==> src/rtl/mem_port_arbiter_if.sv <==
// Bus bundle between the CPU fetch/load-store ports, the port arbiter and the shared memory.
// The slave modport is the arbiter's view; master is the environment (CPU ports plus memory).
interface mem_port_arbiter_if #(
    parameter int XLEN = 32
);
    logic            i_req;
    logic [XLEN-1:0] i_adr;
    logic [XLEN-1:0] i_resp;
    logic            i_ack;
    logic            d_r_v;
    logic            d_w_v;
    logic [XLEN-1:0] d_adr;
    logic [XLEN-1:0] d_data;
    logic [3:0]      d_strobe;
    logic [XLEN-1:0] d_resp;
    logic            d_ack;
    logic            m_r_v;
    logic            m_w_v;
    logic [XLEN-1:0] m_adr;
    logic [XLEN-1:0] m_data;
    logic [3:0]      m_strobe;
    logic [XLEN-1:0] m_resp;
    logic            m_ack;
    logic            err;

    modport master (
        output i_req, i_adr, d_r_v, d_w_v, d_adr, d_data, d_strobe, m_resp, m_ack,
        input  i_resp, i_ack, d_resp, d_ack, m_r_v, m_w_v, m_adr, m_data, m_strobe, err
    );

    modport slave (
        input  i_req, i_adr, d_r_v, d_w_v, d_adr, d_data, d_strobe, m_resp, m_ack,
        output i_resp, i_ack, d_resp, d_ack, m_r_v, m_w_v, m_adr, m_data, m_strobe, err
    );
endinterface

==> src/rtl/mem_port_arbiter.sv <==
// Shares one request/ack memory between the instruction-fetch and load/store ports,
// with data-burst limiting and a hung-memory timeout. MEM_ARB_PERF_EN adds perf counters.
module mem_port_arbiter #(
    parameter int XLEN           = 32,
    parameter int MAX_D_BURST    = 4,
    parameter int TIMEOUT_CYCLES = 64
) (
    input  logic               clk,
    input  logic               rst,
    mem_port_arbiter_if.slave  bus
`ifdef MEM_ARB_PERF_EN
    ,
    output logic [31:0]        perf_i_grants,
    output logic [31:0]        perf_d_grants,
    output logic [31:0]        perf_stall_cycles
`endif
);
    localparam int BW = $clog2(MAX_D_BURST + 1);
    localparam int TW = $clog2(TIMEOUT_CYCLES + 1);
    localparam logic [BW-1:0]   MAX_BURST_C = BW'(MAX_D_BURST);
    localparam logic [BW-1:0]   BURST_ONE_C = BW'(1);
    localparam logic [TW-1:0]   TMO_LAST_C  = TW'(TIMEOUT_CYCLES - 1);
    localparam logic [TW-1:0]   TMO_ONE_C   = TW'(1);
    localparam logic [XLEN-1:0] TMO_RESP_C  = XLEN'(32'hDEAD_BEEF);

    typedef enum logic [1:0] {
        ST_IDLE   = 2'd0,
        ST_BUSY_I = 2'd1,
        ST_BUSY_D = 2'd2
    } state_e;

    state_e          state_q;
    logic [BW-1:0]   burst_q;
    logic [TW-1:0]   tmo_q;
    logic            req_rv_q;
    logic            req_wv_q;
    logic [XLEN-1:0] req_adr_q;
    logic [XLEN-1:0] req_data_q;
    logic [3:0]      req_strobe_q;
    logic [XLEN-1:0] i_resp_q;
    logic            i_ack_q;
    logic [XLEN-1:0] d_resp_q;
    logic            d_ack_q;
    logic            err_q;

    logic d_req_s;
    logic d_grant_s;
    logic i_grant_s;
    logic busy_s;
    logic done_s;

    // A saturated burst counter yields to a pending fetch so it cannot starve.
    assign d_req_s   = bus.d_r_v | bus.d_w_v;
    assign d_grant_s = (state_q == ST_IDLE) && d_req_s && ((burst_q < MAX_BURST_C) || !bus.i_req);
    assign i_grant_s = (state_q == ST_IDLE) && bus.i_req && !d_grant_s;
    assign busy_s    = (state_q == ST_BUSY_I) || (state_q == ST_BUSY_D);
    assign done_s    = busy_s && (bus.m_ack || (tmo_q == TMO_LAST_C));

    // Arbitration FSM with request register, response registers and timeout.
    always_ff @(posedge clk or posedge rst) begin
        if (rst) begin
            state_q      <= ST_IDLE;
            burst_q      <= '0;
            tmo_q        <= '0;
            req_rv_q     <= 1'b0;
            req_wv_q     <= 1'b0;
            req_adr_q    <= '0;
            req_data_q   <= '0;
            req_strobe_q <= 4'h0;
            i_resp_q     <= '0;
            i_ack_q      <= 1'b0;
            d_resp_q     <= '0;
            d_ack_q      <= 1'b0;
            err_q        <= 1'b0;
        end else begin
            i_ack_q <= 1'b0;
            d_ack_q <= 1'b0;
            err_q   <= 1'b0;
            case (state_q)
                ST_IDLE: begin
                    tmo_q <= '0;
                    if (d_grant_s) begin
                        req_adr_q    <= bus.d_adr;
                        req_data_q   <= bus.d_data;
                        req_strobe_q <= bus.d_strobe;
                        req_wv_q     <= bus.d_w_v;
                        req_rv_q     <= bus.d_r_v & ~bus.d_w_v;
                        state_q      <= ST_BUSY_D;
                        if (bus.i_req && (burst_q != MAX_BURST_C)) begin
                            burst_q <= burst_q + BURST_ONE_C;
                        end
                    end else if (i_grant_s) begin
                        req_adr_q    <= bus.i_adr;
                        req_data_q   <= '0;
                        req_strobe_q <= 4'h0;
                        req_wv_q     <= 1'b0;
                        req_rv_q     <= 1'b1;
                        burst_q      <= '0;
                        state_q      <= ST_BUSY_I;
                    end
                end
                ST_BUSY_I, ST_BUSY_D: begin
                    if (done_s) begin
                        req_rv_q <= 1'b0;
                        req_wv_q <= 1'b0;
                        tmo_q    <= '0;
                        state_q  <= ST_IDLE;
                        err_q    <= ~bus.m_ack;
                        if (state_q == ST_BUSY_I) begin
                            i_resp_q <= bus.m_ack ? bus.m_resp : TMO_RESP_C;
                            i_ack_q  <= 1'b1;
                        end else begin
                            d_resp_q <= bus.m_ack ? bus.m_resp : TMO_RESP_C;
                            d_ack_q  <= 1'b1;
                        end
                    end else begin
                        tmo_q <= tmo_q + TMO_ONE_C;
                    end
                end
                default: begin
                    state_q  <= ST_IDLE;
                    req_rv_q <= 1'b0;
                    req_wv_q <= 1'b0;
                    tmo_q    <= '0;
                end
            endcase
        end
    end

    assign bus.m_r_v    = req_rv_q;
    assign bus.m_w_v    = req_wv_q;
    assign bus.m_adr    = req_adr_q;
    assign bus.m_data   = req_data_q;
    assign bus.m_strobe = req_strobe_q;
    assign bus.i_resp   = i_resp_q;
    assign bus.i_ack    = i_ack_q;
    assign bus.d_resp   = d_resp_q;
    assign bus.d_ack    = d_ack_q;
    assign bus.err      = err_q;

`ifdef MEM_ARB_PERF_EN
    logic [31:0] perf_i_q;
    logic [31:0] perf_d_q;
    logic [31:0] perf_stall_q;
    logic        i_wait_s;
    logic        d_wait_s;

    // A port stalls while it requests but is neither granted nor being served.
    assign i_wait_s = bus.i_req && (state_q != ST_BUSY_I) && !i_grant_s;
    assign d_wait_s = d_req_s && (state_q != ST_BUSY_D) && !d_grant_s;

    // Grant and stall counters, wrapping at 2^32.
    always_ff @(posedge clk or posedge rst) begin
        if (rst) begin
            perf_i_q     <= 32'd0;
            perf_d_q     <= 32'd0;
            perf_stall_q <= 32'd0;
        end else begin
            if (i_grant_s) perf_i_q <= perf_i_q + 32'd1;
            if (d_grant_s) perf_d_q <= perf_d_q + 32'd1;
            if (i_wait_s || d_wait_s) perf_stall_q <= perf_stall_q + 32'd1;
        end
    end

    assign perf_i_grants     = perf_i_q;
    assign perf_d_grants     = perf_d_q;
    assign perf_stall_cycles = perf_stall_q;
`endif
endmodule
==> src/flat_wrapper.sv <==
// flat-port wrapper written by rule: the top's interface ports become plain ports
module mem_port_arbiter_flat 
#(
    parameter int XLEN           = 32,
    parameter int MAX_D_BURST    = 4,
    parameter int TIMEOUT_CYCLES = 64
)
  (clk, rst, bus_i_req, bus_i_adr, bus_d_r_v, bus_d_w_v, bus_d_adr, bus_d_data, bus_d_strobe, bus_m_resp, bus_m_ack, bus_i_resp, bus_i_ack, bus_d_resp, bus_d_ack, bus_m_r_v, bus_m_w_v, bus_m_adr, bus_m_data, bus_m_strobe, bus_err);
  mem_port_arbiter_if #(.XLEN(XLEN)) bus_i ();
  input  logic clk;
  input  logic rst;
  input wire logic [$bits(bus_i.i_req)-1:0] bus_i_req;
  input wire logic [$bits(bus_i.i_adr)-1:0] bus_i_adr;
  input wire logic [$bits(bus_i.d_r_v)-1:0] bus_d_r_v;
  input wire logic [$bits(bus_i.d_w_v)-1:0] bus_d_w_v;
  input wire logic [$bits(bus_i.d_adr)-1:0] bus_d_adr;
  input wire logic [$bits(bus_i.d_data)-1:0] bus_d_data;
  input wire logic [$bits(bus_i.d_strobe)-1:0] bus_d_strobe;
  input wire logic [$bits(bus_i.m_resp)-1:0] bus_m_resp;
  input wire logic [$bits(bus_i.m_ack)-1:0] bus_m_ack;
  output wire logic [$bits(bus_i.i_resp)-1:0] bus_i_resp;
  output wire logic [$bits(bus_i.i_ack)-1:0] bus_i_ack;
  output wire logic [$bits(bus_i.d_resp)-1:0] bus_d_resp;
  output wire logic [$bits(bus_i.d_ack)-1:0] bus_d_ack;
  output wire logic [$bits(bus_i.m_r_v)-1:0] bus_m_r_v;
  output wire logic [$bits(bus_i.m_w_v)-1:0] bus_m_w_v;
  output wire logic [$bits(bus_i.m_adr)-1:0] bus_m_adr;
  output wire logic [$bits(bus_i.m_data)-1:0] bus_m_data;
  output wire logic [$bits(bus_i.m_strobe)-1:0] bus_m_strobe;
  output wire logic [$bits(bus_i.err)-1:0] bus_err;
  assign bus_i.i_req = bus_i_req;
  assign bus_i.i_adr = bus_i_adr;
  assign bus_i.d_r_v = bus_d_r_v;
  assign bus_i.d_w_v = bus_d_w_v;
  assign bus_i.d_adr = bus_d_adr;
  assign bus_i.d_data = bus_d_data;
  assign bus_i.d_strobe = bus_d_strobe;
  assign bus_i.m_resp = bus_m_resp;
  assign bus_i.m_ack = bus_m_ack;
  assign bus_i_resp = bus_i.i_resp;
  assign bus_i_ack = bus_i.i_ack;
  assign bus_d_resp = bus_i.d_resp;
  assign bus_d_ack = bus_i.d_ack;
  assign bus_m_r_v = bus_i.m_r_v;
  assign bus_m_w_v = bus_i.m_w_v;
  assign bus_m_adr = bus_i.m_adr;
  assign bus_m_data = bus_i.m_data;
  assign bus_m_strobe = bus_i.m_strobe;
  assign bus_err = bus_i.err;
  mem_port_arbiter #(.XLEN(XLEN), .MAX_D_BURST(MAX_D_BURST), .TIMEOUT_CYCLES(TIMEOUT_CYCLES)) u_core (.clk(clk), .rst(rst), .bus(bus_i));
endmodule
==> config.mk <==
export PLATFORM = sky130hd
export DESIGN_NAME = mem_port_arbiter_flat
export DESIGN_NICKNAME = d
export VERILOG_FILES = /design/src/rtl/mem_port_arbiter_if.sv /design/src/rtl/mem_port_arbiter.sv /design/src/flat_wrapper.sv
export SDC_FILE = /design/constraint.sdc
export NUM_CORES = 1
export LEC_CHECK = 0
export CORE_ASPECT_RATIO = 1.75
export CORE_MARGIN = 2
export CORE_UTILIZATION = 37
export CTS_CLUSTER_DIAMETER = 60
export DETAILED_ROUTE_END_ITERATION = 7
export GPL_TIMING_DRIVEN = 0
export PLACE_DENSITY = 0.75
export SLEW_MARGIN = 10
export SYNTH_ARGS = -nofsm -noshare
export SYNTH_HDL_FRONTEND = slang
export SYNTH_SLANG_ARGS = --single-unit
==> constraint.sdc <==
create_clock -name clk -period 4.9 [get_ports clk]
set_input_delay 0.735 -clock clk [delete_from_list [all_inputs] [get_ports clk]]
set_output_delay 0.735 -clock clk [all_outputs]
set_load 0.05 [all_outputs]
==> reports/metrics.cfg <==
[outcome]
status=finished clean

[sta]
hold_viol_final=0
fin_crit_sh_pct=49.3
clock_skew_ns=0.00964
maxSlewHeadroom_pct=60.0
worstMarginPinSlew_ns=0.598
fin_setup_tns_ns=0
fmax_ghz=0.414
rsz0062_at_grt=no
fin_crit_ns=2.42
hold_slack_ns=0.461
setup_violations=0
finalMaxSlewViolations=0

[layout]
final_common_cell=clkdlybuf4s50_1
final_nets=857
area_growth_pct=62.4
n_fill_cell=1281
layout.cells.non_filler=910
drive_above_1_share_pct=8.56
antenna_cells=0
final_util_pct=61.0
most-common-layout-cells=clkdlybuf4s50_1 (273), dfrtp_1 (149), a22o_1 (54), o22a_1 (48), inv_1 (37)

[place]
hpwl_um=13800
dp_cells=878
port-buffer-count=273
place_congestion=0.813

[synth]
synth-seq-cells=149
synth_area_per_cell_sq_um=13.8
synth_warnings=0
synth_cell_types=40
netlist_instances=418
yosysSeqAreaShare_pct=64.9
synth_nets=564
synth_area_sq_um=5750

[routing]
wl_um=18100
routed-via-count=4862
drtIter0Drc=257
ant_nets=0
via_per_inst=5.34
dr.pass1.iters=7
avgRoutedWirePerCell_um=19.9
drcViolationCount=0

[floorplan]
dieArea_sq_um=16600
core_area_sq_um=15300
ioPinCount=275
row_count=60
initial_core_util_pct=37.5
die_y_um=169
die_w_um=98.2

[power]
power_frac_clock_pct=16.1
p_leak_nw=4.14
total_power_mw=7.95
pwr-share-comb_pct=56.6
ir_worst_vdd_mv=0.479
p_int_mw=4.09
switching_power_mw=3.86
swShare_pct=48.6
seq_power_share_pct=27.3
power_density_nw_per_um2=852

[setup_path]
rr_worst_depth=6
end_kind=primary output
cp_slowest_cell=clkdlybuf4s50_1
cp.depth=1
path_cells=clkdlybuf4s50_1
cpPeakStageDelay_ns=0.84
worstSetupStartpointType=register
crit_family=buffers and inverters
critPathBufInv=1
path_class=reg2out
cp.required_ns=4.16
arrival_ns=1.68
critPathMaxFanout=2

[run]
cap_violations=0

[global_routing]
grt_overflow=0
grt-busiest-layer=met2
grt_max_degree=95
grt_pass1_wl_um=28600
grt_usage_pct=21.9
use_met3_pct=7.60
grt.met2_usage_pct=40.2
antenna_found_initial=0
met1_usage_pct=22.7
grt_pass1_vias=5437

[worst_hold_path]
holdPathStages=1
min_path_type=reg2reg

[clock_network]
cts.path.max_buffers=2
cts_tree=done
numCtsBuffers=17
root_buffer=clkbuf_16
htreeDepth=4
clock_sinks=149
clk_latency_ns=0.42
path_clk_slew_ns=0.08
cts-resized-gates=0
hold_buffers=0
post_cts_buffers=0

-- registers in the layout (all words and copies together), names as in the netlist --
name and count:
u_core.bus.d_resp 32, u_core.tmo_q 7, u_core.bus.i_resp 32, u_core.bus.m_strobe 4
u_core.bus.i_ack 1, u_core.bus.m_adr 32, u_core.bus.m_r_v 1, u_core.bus.m_w_v 1
u_core.state_q 2, u_core.burst_q 3, u_core.bus.err 1, u_core.bus.d_ack 1
u_core.bus.m_data 32
-- synthesized netlist by cell type, drive strengths merged --
cell / n / area (sq um)
a22oi: 1 / 7.51
nor2b: 2 / 12.5
nand2b: 2 / 12.5
nand3: 7 / 35.0
xor2: 2 / 17.5
and2: 1 / 6.26
or3: 1 / 6.26
inv: 38 / 143
a21boi: 1 / 7.51
mux2: 1 / 11.3
o21ai: 4 / 23.8
a22o: 54 / 473
dfrtp: 149 / 3730
o21ba: 1 / 10.0
nand3b: 1 / 7.51
a222oi: 32 / 320
a2bb2oi: 1 / 8.76
and3: 7 / 53.8
ha: 8 / 100
o211ai: 1 / 7.51
xnor2: 1 / 8.76
nand4: 1 / 6.26
a21oi: 3 / 18.8
and4: 1 / 11.3
nor2: 7 / 26.3
o22a: 48 / 420
a21o: 2 / 23.8
nand2: 9 / 33.8
buf: 21 / 160
a32o: 1 / 10.0
clkbuf: 10 / 37.5
-- metal layers --
metal	vias to the layer above	routed length [um]	share of wire, %
met2	234	9700	53
li1	2180	-	-
met1	2417	6340	35
met4	0	575	3.2
met3	31	1530	8.4
met5	-	0	0
-- cell type report --
cell class	count	area [sq um]	area share, %
multi-input cells	200	1680	18.0
clock buffers	17	425	4.56
flip-flops and latches	149	3730	39.9
inverters	38	148	1.58
well taps	186	233	2.49
plain buffers	31	198	2.12
repair buffers	274	2760	29.6
clock inverters	15	163	1.74
-- worst paths after layout --
check                                   endpoint  slack (ns)           startpoint
setup / recovery                    bus_m_adr[7]        2.48  u_core.bus.m_adr[7]
hold / removal                   u_core.tmo_q[0]        0.46      u_core.tmo_q[0]
setup reg to reg           u_core.bus.m_data[13]        2.77    u_core.state_q[1]
hold reg to reg                  u_core.tmo_q[0]        0.46      u_core.tmo_q[0]
max in group asynchronous   u_core.bus.m_adr[24]        3.32                  rst
min in group asynchronous  u_core.bus.d_resp[22]        0.76                  rst
-- power by group through the flow --
stage / clock (mW) / sequential (mW) / combinational [mW]
after floorplan: 0 / 4.00 / 1.05
after global placement: 0 / 2.15 / 4.44
after detailed placement: 0 / 2.17 / 4.53
after CTS: 1.31 / 2.16 / 4.54
after global routing: 1.37 / 2.24 / 4.71
final: 1.28 / 2.17 / 4.50
-- per-stage QoR --
step / setup slack [ns] / area [sq um]
CTS: 2.47 / 9340
global route: 2.46 / 9340
detailed placement: 2.36 / 8750
finish: 2.48 / 9340
global placement: -1.55 / 8710
floorplan: 0.157 / 5750
-- logic make-up (layout without fill, tap and decap cells) --
group | after synthesis | count (layout) | share of synthesized area, %
AOI/OAI and AO/OA | 149 | 149 | 23.2
and+or+nand+nor | 39 | 39 | 3.68
xor gates and xnor gates | 3 | 3 | 0.457
DFF | 149 | 149 | 64.9
muxes | 1 | 1 | 0.196
adders and majority gates | 8 | 8 | 1.74
buffers and inverters | 69 | 375 | 5.92
No activity file was read; power rests on OpenSTA's default activity.
